`config.mk`:
```
export PLATFORM = sky130hd
export DESIGN_NAME = bcd_display_scanner
export DESIGN_NICKNAME = d
export VERILOG_FILES = /design/src/rtl/bcd_display_scanner.sv
export SDC_FILE = /design/constraint.sdc
export NUM_CORES = 1
export LEC_CHECK = 0
export BUFFER_PORTS_ARGS = -buffer_cell sky130_fd_sc_hd__buf_2
export CAP_MARGIN = 20
export CORE_MARGIN = 5
export CORE_UTILIZATION = 25
export CTS_CLUSTER_SIZE = 16
export DETAILED_ROUTE_END_ITERATION = 8
export SYNTH_ARGS = -nofsm -noshare
export SYNTH_HDL_FRONTEND = slang
export SYNTH_SLANG_ARGS = --single-unit
```
`constraint.sdc`:
```
create_clock -name clk -period 2.1 [get_ports clk]
set_clock_uncertainty 0.1 [all_clocks]
set_input_delay 0.105 -clock clk [delete_from_list [all_inputs] [get_ports clk]]
set_output_delay 0.105 -clock clk [all_outputs]
set_load 0.02 [all_outputs]
```
`src/rtl/bcd_display_scanner.sv`:
```
// Two-digit BCD capture register plus a time-multiplexed 7-segment driver.
// Handles leading-zero blanking, whole-display blink and invalid-digit flagging.
module bcd_display_scanner #(
    parameter int REFRESH_DIV = 4,
    parameter int BLINK_DIV   = 8
) (
    input  logic       clk,
    input  logic       rst,
    input  logic [3:0] bcd_tens,
    input  logic [3:0] bcd_units,
    input  logic       load,
    input  logic       blank_lz,
    input  logic       blink,
    output logic [6:0] seg,
    output logic [1:0] digit_en,
    output logic       err,
    output logic       loaded
);

    localparam int CW = (REFRESH_DIV > 1) ? $clog2(REFRESH_DIV) : 1;
    localparam int FW = (BLINK_DIV > 1) ? $clog2(BLINK_DIV) : 1;
    localparam logic [CW-1:0] CNT_LAST   = CW'(REFRESH_DIV - 1);
    localparam logic [FW-1:0] FRAME_LAST = FW'(BLINK_DIV - 1);

    typedef enum logic [1:0] {
        IDLE   = 2'd0,
        SCAN_U = 2'd1,
        SCAN_T = 2'd2
    } state_t;

    state_t        state;
    logic [CW-1:0] cnt;
    logic [FW-1:0] frame_cnt;
    logic          dark;
    logic [3:0]    tens_q;
    logic [3:0]    units_q;

    logic slot_end;
    assign slot_end = (cnt == CNT_LAST);

    function automatic logic [6:0] decode(input logic [3:0] d);
        logic [6:0] p;
        case (d)
            4'd0:    p = 7'h3F;
            4'd1:    p = 7'h06;
            4'd2:    p = 7'h5B;
            4'd3:    p = 7'h4F;
            4'd4:    p = 7'h66;
            4'd5:    p = 7'h6D;
            4'd6:    p = 7'h7D;
            4'd7:    p = 7'h07;
            4'd8:    p = 7'h7F;
            4'd9:    p = 7'h6F;
            default: p = 7'h79;
        endcase
        return p;
    endfunction

    always_ff @(posedge clk or negedge rst) begin
        if (!rst) begin
            state     <= IDLE;
            cnt       <= '0;
            frame_cnt <= '0;
            dark      <= 1'b0;
            tens_q    <= 4'd0;
            units_q   <= 4'd0;
            err       <= 1'b0;
            loaded    <= 1'b0;
            seg       <= 7'h00;
            digit_en  <= 2'b00;
        end else begin
            loaded <= load;
            if (load) begin
                tens_q  <= bcd_tens;
                units_q <= bcd_units;
                err     <= (bcd_tens > 4'd9) | (bcd_units > 4'd9);
            end

            // Scan timing runs freely once started; later loads only replace the digits.
            case (state)
                IDLE: begin
                    cnt <= '0;
                    if (load) state <= SCAN_U;
                end
                SCAN_U, SCAN_T: begin
                    if (slot_end) begin
                        cnt   <= '0;
                        state <= (state == SCAN_U) ? SCAN_T : SCAN_U;
                    end else begin
                        cnt <= cnt + CW'(1);
                    end
                end
                default: begin
                    cnt   <= '0;
                    state <= IDLE;
                end
            endcase

            // A frame completes when the tens slot is left.
            if (!blink) begin
                frame_cnt <= '0;
                dark      <= 1'b0;
            end else if (state == SCAN_T && slot_end) begin
                if (frame_cnt == FRAME_LAST) begin
                    frame_cnt <= '0;
                    dark      <= ~dark;
                end else begin
                    frame_cnt <= frame_cnt + FW'(1);
                end
            end

            // Pattern and anode come from the same state sample so they never disagree.
            seg      <= 7'h00;
            digit_en <= 2'b00;
            if (!dark) begin
                if (state == SCAN_U) begin
                    seg      <= decode(units_q);
                    digit_en <= 2'b01;
                end else if (state == SCAN_T && !(blank_lz && tens_q == 4'd0)) begin
                    seg      <= decode(tens_q);
                    digit_en <= 2'b10;
                end
            end
        end
    end

endmodule

```
# --- Word level (Yosys, flattened, before mapping) ---
# Memory sizes are Yosys's and may differ from the RTL's.
# Index checks and enable logic that the tools add are counted.
classes:
  n_addsub: 2
  order_cmp: 2
  eq_ne: 8
  muxes: 18
  n_bitwise: 2
  reduce_logical: 9
ops:
  columns: ["op", "count"]
  rows:
  - ["$mux W7", 3]
  - ["$mux W2", 8]
  - ["$mux W3", 3]
  - ["$gt A4 B4 Y1 const B", 2]
  - ["$eq A2 B2 Y1 const B", 2]
  - ["$logic_not A4 Y1", 1]
  - ["$ne A2 B1 Y1 const B", 2]
  - ["$ne A2 B2 Y1 const B", 2]
  - ["$pmux W2 S2", 1]
  - ["$reduce_and A2 Y1", 2]
  - ["$add A3 B1 Y3 const B", 1]
  - ["$eq A3 B3 Y1 const B", 1]
  - ["$logic_and A1 B1 Y1", 3]
  - ["$mux W1", 3]
  - ["$add A2 B1 Y2 const B", 1]
  - ["$eq A2 B1 Y1 const B", 1]
  - ["$logic_not A2 Y1", 1]
  - ["$reduce_or A2 Y1", 1]
  - ["$logic_not A1 Y1", 1]
  - ["$not A1 Y1", 1]
  - ["$or A1 B1 Y1", 1]
totals:
  ff_bits: 27
  mem_bits_ro: 224
  n_memories: 2
mem_list:
  columns: ["name", "words", "width", "read_ports", "rd_clocked_by_memory_dff", "write_ports", "line", "rtl"]
  rows:
  - ["(no name shown)", 16, 7, 1, 0, 0, "43", "case (d)"]
  - ["(no name shown)", 16, 7, 1, 0, 0, "43", null]

# --- Logic depth before layout (Yosys ltp) ---
# Gate-level depths: netlist of the first run.
logic_depth:
  depth_word: 7
  depth_mapped: 6
  ltp_nobuf: 6

# --- Least setup slack after synthesis of the first run ---
# No wires, ideal clock.
synth_timing:
  path_kind: "register -> register"
  from: "register state[0]"
  to: "register state[1]"
  setup_ns: 0.125
  arrival_ns: 1.299
  path_slack_ns: 0.576
  path_stages_with_launch: 6
  n_path_buf: 0
  synth_period_minus_slack_ns: 1.524
  cell_sequence: "dfrtp_1 -> inv_1 -> ha_1 -> nor2b_1 -> nor2_1 -> mux2_2"
synth_via:
  elab_chain_len: 4
  word_cells_on_any_way: 10
synth_rtl:
  columns: ["item", "line", "rtl"]
  rows:
  - ["start, declared", "31", "state_t state;"]
  - ["start signal, assigned", "88", "state <= (state == SCAN_U) ? SCAN_T : SCAN_U;"]
  - ["$eq A2 B1 Y1 or $eq A2 B2 Y1 (tied branches)", "80, 88", null]
  - ["$mux W2 or $reduce_or A2 Y1 (tied branches)", "88, 80", null]
  - ["$mux W2 or $ne A2 B2 Y1 (tied branches)", null, null]
  - ["$pmux W2 S2 or $reduce_and A2 Y1 (tied branches)", null, null]
# Parallel ways exist; a longest one is shown, timed or not. The select of a mux whose other input is x is not followed.
# A chain may end at the register's enable or synchronous reset.

# --- Worst setup path in the final report of the first run ---
# Same ends and word-level chain as after synthesis.

==> run metrics, run 1 <==
status=finished, final reports clean; HP Class=primary input to flip-flop; Vias/cell=4.22; flops & latches, synth=27; YS warnings=0; clk root buf=clkbuf_8; GRT Overall Usage=8.02%; Mapped Area=1490 um^2; die area=around 7600 um^2; Tmin final=1620 ps; Skew-Pair Late Insertion Delay=about 270 ps; Inserted Clock Buffers=3; CP Capture Type=flip-flop; layout cells sized above 1=21.0%; Register Area=676 um^2; reg2reg end=state[1]; post-CTS sizing=0; Final Hold Vio Count=0; worst setup path category=flip-flop to flip-flop; DRC viols=0; grt ovf=0; Setup WS pre-CTS=495 ps; area of the multi-input gates=about 740 um^2; R2R Setup Slk=480 ps; clock sinks=27; Yosys top cell by area=dfrtp_1; Synth top area share=a little under half; first-pass GRT wire length=a little under 5 mm; Worst setup SP type=flip-flop; unrepaired setup endpoints after global routing=false; number of detailed-route iterations in the first pass=4; Final setup viols=0; number of fillers in the final layout=604; initial core utilization=25.5%; MaxCap Viol Count=0; Synth cell types=35; Final ANT Viol Nets=0; initial antenna violation count=0; Worst EP required=2160 ps; Syn Nets=176; Core ar.=5850 um^2; Post-synth EDFFs=0; Clock Tree Buf Depth=2; IO buf count=23; top cells by area, synth=dfrtp_1 45%, ha_1 15%, mux2_2 3.8%; Mean Syn Cell Area=10.3 um^2; max-slew violation total from the final report=0; WL final=about 2.8 mm; Placer Congestion=0.795; post-synthesis sequential area ratio=45.3%; hold path endpoint=digit_en[1]; final worst path period share=about three quarters; Top FF cell, synth=dfrtp_1; design area=about 1800 um^2; r2r worst-path depth=5; DPL Wire Length=2.16 mm; largest net degree at the start of global routing=28; Vias=~1100; DR iter-0 viols=about 70; LEAKAGE=0.831 nW; f_max=0.618 GHz; detailed-route wire length per cell=11.2 um; Worst slew margin=60.1%; Die W=approximately 87 um; Area growth, synth to finish=21.9%; CP Data Arrival Time=1680 ps; Post-DP Area=1660 um^2; Setup TNS Final=0 ps; Peak supply drop=454 uV; Min-Delay Startpoint=blank_lz; antenna fix cells=0; setup ws final=483 ps; number of global-route vias before repair=1064; CTS HTree Levels=1; hold path cells=4; Worst-path clk slew=90 ps; FFs w/ async S/R, synth=100%; row count=28; CTS tree=built; FF-to-FF Start=state[0]; Worst Path Max Fanout=4; most common cell in the netlist=dfrtp_1; Synth Instances=145; NumNets Final=208; io pins=24; Cell Pwr Density=598 nW/um^2; die height=87.2 um; synth cell count leaders=27 x dfrtp_1, 18 x ha_1, 14 x nand2_1; Slew @ Worst Pin=599 ps
-- layout make-up --
cell class	count	share of cell area, %
timing repair buffer	34	12.4
clock buffer	3	2.27
inverter	9	1.86
clock inverter	1	0.275
multi-input combinational	102	40.9
sequential	27	37.2
tap	75	5.16
-- how the worst max path moves through the flow --
stage	cells after the start	slack, ps	to	startpoint
final	5	480	state[1]	state[0]
after global routing	5	410	state[1]	state[0]
after CTS	5	480	state[1]	state[0]
after detailed placement	5	490	state[1]	state[0]
after global placement	5	520	state[1]	state[0]
after floorplan	5	580	state[1]	state[0]
-- placed cells by master, fill, tap and decap left out, types with 2 or more instances in the layout --
master and instances:
a21boi_0 2, a21oi_1 5, and2_1 2, buf_2 23, clkbuf_8 3, dfrtp_1 27, dlygate4sd3_1 11, ha_1 18
inv_1 9, mux2_2 5, mux2i_1 2, nand2_1 14, nand2b_1 3, nand3_1 2, nor2_1 10, nor2b_1 7
nor3_1 2, o21ai_0 8, o22ai_1 6
-- stage by stage --
step | total power, mW | hold WS (ps) | instances | utilization [%]
global route | 1.16 | 260 | 251 | 31.1
global placement | 0.795 | 54.5 | 236 | 28.4
detailed placement | 0.798 | 53.7 | 236 | 28.4
floorplan | 0.732 | -291 | 145 | -
CTS | 1.10 | 228 | 251 | 31.1
finish | 1.09 | 216 | 251 | 31.1
-- cell families (layout without fill, tap and decap cells) --
logic type	count (synthesis)	in the layout	share of synthesized area (%)
muxes	7	7	5.12
AOI/OAI and AO/OA	28	28	12.1
buffers and inverters	16	47	4.87
and+or+nand+nor	48	48	16.9
xor gates and xnor gates	1	1	0.587
DFF	27	27	45.3
adders and majority gates	18	18	15.1
-- critical path: stages (launching register included) --
cell     delay, ps
dfrtp_1        400
inv_1           90
ha_1           310
nor2b_1        160
nor2_1         120
mux2_2         330
-- repair_timing --
item,4_1_cts,5_1_grt
hold buffers,11,0
buffers inserted,0,0
endpoints found under the hold margin,39,0
-- where the power goes --
part           total (mW)  internal (mW)  switching (mW)  leakage, nW
sequential          0.590          0.555          0.0355        0.314
clock               0.287          0.133           0.154       0.0255
combinational       0.210         0.0967           0.113        0.491
total                1.09          0.784           0.303        0.831
-- routing by layer --
layer	up-vias	wire length, um	global-route usage (%)
met5	-	0	0
met3	2	116	1.99
met1	486	1500	12.3
met4	0	20	1.26
li1	548	-	-
met2	23	1170	11.5
-- sequential cells by signal (all words and copies together) (netlist names) --
signal and count:
seg 7, state 2, cnt 2, units_q 4, digit_en 2, loaded 1
frame_cnt 3, dark 1, err 1, tens_q 4
Power figures use the tool's default switching activity.
==> run 2: changes to the inputs <==
--- a/config.mk
+++ b/config.mk
@@ -5,6 +5,7 @@
 export SDC_FILE = /design/constraint.sdc
 export NUM_CORES = 1
 export LEC_CHECK = 0
+export ABC_AREA = 1
 export BUFFER_PORTS_ARGS = -buffer_cell sky130_fd_sc_hd__buf_2
 export CAP_MARGIN = 20
 export CORE_MARGIN = 5
==> constraint.sdc (replaced) <==
create_clock -name clk -period 1.4 [get_ports clk]
set_clock_uncertainty 0.1 [all_clocks]
set_input_delay 0.07 -clock clk [delete_from_list [all_inputs] [get_ports clk]]
set_output_delay 0.07 -clock clk [all_outputs]
set_load 0.02 [all_outputs]
==> run metrics, run 2 <==
DRC viols=0 (unchanged); Worst slew margin=60.8% (+0.73 points); most frequent cells in the layout=57 x nand2_1, 27 x dfrtp_1, 23 x buf_2; synth cell count leaders=58 x nand2_1, 27 x dfrtp_1, 19 x inv_1; Tmin final=1350 ps (-268 ps); number of detailed-route iterations in the first pass=5 (+1); CP Data Arrival Time=1420 ps (-260 ps); LEAKAGE=1.05 nW (+26%); Inserted Clock Buffers=3 (unchanged); die area=7720 um^2 (+1.5%); Int Pwr=1.65 mW (+110%); grt ovf=0 (unchanged); largest registers=seg x7, tens_q x4, units_q x4; status=finished, final reports clean; Worst EP required=1470 ps (-690 ps); CP Capture Type=flip-flop; Cell Pwr Density=1350 nW/um^2 (+130%); Vias/cell=4.04 (-4.3%); Power, Total=2.66 mW (+140%); Comb power frac=43.0% (+24 points); post-synthesis sequential area ratio=44.6% (-0.75 points); NumNets Final=259 (+25%); clk root buf=clkbuf_8; Skew-Pair Late Insertion Delay=280 ps (about the same); clock sinks=27 (unchanged); main combinational cell family by area after synthesis=simple AND/OR/NAND/NOR gates; Sw Share=38.1% (+10 points); Die W=87.9 um (+0.74%); Layout Utilization=33.2% (+2.1 points); post-synthesis compound-gate area fraction=6.11% (-6.0 points); Synth cell types=19 (-46%); max incr delay on CP=420 ps (+20 ps); Slowest-stage cell, CP=dfrtp_1; Mean Syn Cell Area=8.38 um^2 (-19%); Clock power frac=16.6% (-9.8 points); Synth Area in XOR/XNOR=0% (-0.59 points); Post-Synth Simple-Gate Area=28.4% (+11 points); YS warnings=0 (unchanged); Final Hold Vio Count=0 (unchanged); Worst setup SP type=flip-flop; commonest non-fill, non-tap cell in the layout=nand2_1; Yosys top cell by area=dfrtp_1; DPL Wire Length=2.28 mm (+5.7%); FFs w/ async S/R, synth=100% (unchanged); f_max=0.742 GHz (+20%); Worst Path Max Fanout=4 (unchanged); initial core utilization=25.6% (+0.12 points); GRT Overall Usage=8.51% (+0.49 points); Final setup viols=0 (unchanged); row count=28 (unchanged); antenna fix cells=0 (unchanged); top cells by area, synth=dfrtp_1 45%, ha_1 15%, nand2_1 14%; initial antenna violation count=0 (unchanged); Post-synth EDFFs=0 (unchanged); max-slew violation total from the final report=0 (unchanged); layout cells sized above 1=22.9% (+1.9 points); Peak supply drop=443 uV (-2.3%); unrepaired setup endpoints after global routing=true; mux contribution to synthesized area=0% (-5.1 points); Slew @ Worst Pin=588 ps (-11.0 ps); Largest register FFs=7 (unchanged); IO buf count=23 (unchanged); worst setup path category=flip-flop to flip-flop; Adder-Cell Fraction of Synth Area=14.9% (-0.25 points); CTS tree=built; detailed-route wire length per cell=9.89 um (-12%); number of global-route vias before repair=1152 (+8.3%); Top FF cell, synth=dfrtp_1; largest net degree at the start of global routing=28 (unchanged); crit-path cells=inv_2, ha_1, nand2_1, nand2_1, nand2_1, o21ai_0; HP Class=primary input to flip-flop; Clock Tree Buf Depth=2 (unchanged); Vias=1220 (+15%); CTS HTree Levels=1 (unchanged); flops & latches, synth=27 (unchanged); WL final=2.99 mm (+6.3%); Area growth, synth to finish=29.6%; io pins=24 (unchanged); MaxCap Viol Count=0 (unchanged); Setup TNS Final=0 ps (unchanged); DR iter-0 viols=70 (+2.9%); largest reg by FF count=seg; CP dominant cell by count=nand2_1; Placer Congestion=0.829 (+4.3%); number of fillers in the final layout=638 (+5.6%); Worst-path clk slew=90 ps (about the same); Mapped Area=1520 um^2 (+1.7%); final worst path period share=96.3% (+19 points); die height=87.9 um (+0.74%); Synth Instances=181 (+25%); Synth top area share=44.6% (-0.75 points); most common cell in the netlist=nand2_1; Net Sw Power=1.01 mW (+240%); Reg power frac=40.4% (-14 points); first-pass GRT wire length=5.11 mm (+3.2%); Final ANT Viol Nets=0 (unchanged); Syn Nets=212 (+20%); Core ar.=5920 um^2 (+1.2%)
==> run 2: power groups by stage <==
stage               logic, mW  clock network, mW  registers, mW
CTS                      1.07              0.455           1.08
detailed placement       1.04                  0           1.09
finish                   1.14              0.442           1.08
global placement         1.02                  0           1.10
global route             1.31              0.496           1.10
floorplan               0.548                  0           1.24
==> run 2: final cells by class <==
cell class | instances | area, um^2 | area share, %
Multi-Input combinational cell | 130 | 768 | 39.1
Clock buffer | 4 | 45.0 | 2.29
Timing Repair Buffer | 44 | 300 | 15.3
Tap cell | 75 | 93.8 | 4.77
Inverter | 22 | 82.6 | 4.20
Sequential cell | 27 | 676 | 34.4
==> run 2: what timing repair did <==
action                                 4_1_cts  5_1_grt
gates resized for setup                      0        9
setup endpoints to repair                    0       13
endpoints found under the hold margin       40        0
buffers inserted                             0        6
hold buffers                                11        0
==> run 2: through the flow <==
stage | instance area [um^2] | std cells | hold WS [ps] | setup WS [ps]
2_1_floorplan | 1520 | 181 | -326 | 105
3_3_place_gp | 1750 | 281 | 7.93 | 48.3
3_5_place_dp | 1750 | 281 | 22.6 | 29.5
4_1_cts | 1900 | 296 | 137 | 13.2
5_1_grt | 1970 | 302 | 178 | -45.8
6_report | 1970 | 302 | 138 | 51.6
==> run 2: logic make-up (layout without fill, tap and decap cells) <==
kind of cell,after synthesis,after routing
simple gates,95,95
flops,27,27
buf+inv,24,70
fa+ha+maj,18,18
compound gates,17,17
==> run 2: metal layers <==
layer	up-vias	share of wire [%]	GRT usage, %
met4	0	2.0	4.60
met1	522	49	11.1
met5	-	0	0
met3	5	7.1	2.26
met2	32	42	12.7
li1	661	-	-
==> run 2: worst max-delay path, delay by kind of cell (launching register included) <==
kind / cells / cell delay (ps)
simple gates: 3 / 260
fa+ha+maj: 1 / 320
flops: 1 / 420
buf+inv: 1 / 80
compound gates: 1 / 70
==> run 2: path summary, 6_finish.rpt <==
check	slack [ps]	end	start	cells past startpoint
min	140	seg[4]	blank_lz	6
max	50	state[1]	state[0]	6
min reg2reg	330	cnt[0]	cnt[0]	1
max reg2reg	50	state[1]	state[0]	6
min in group asynchronous	230	tens_q[3]	rst	2
max in group asynchronous	590	seg[6]	rst	2
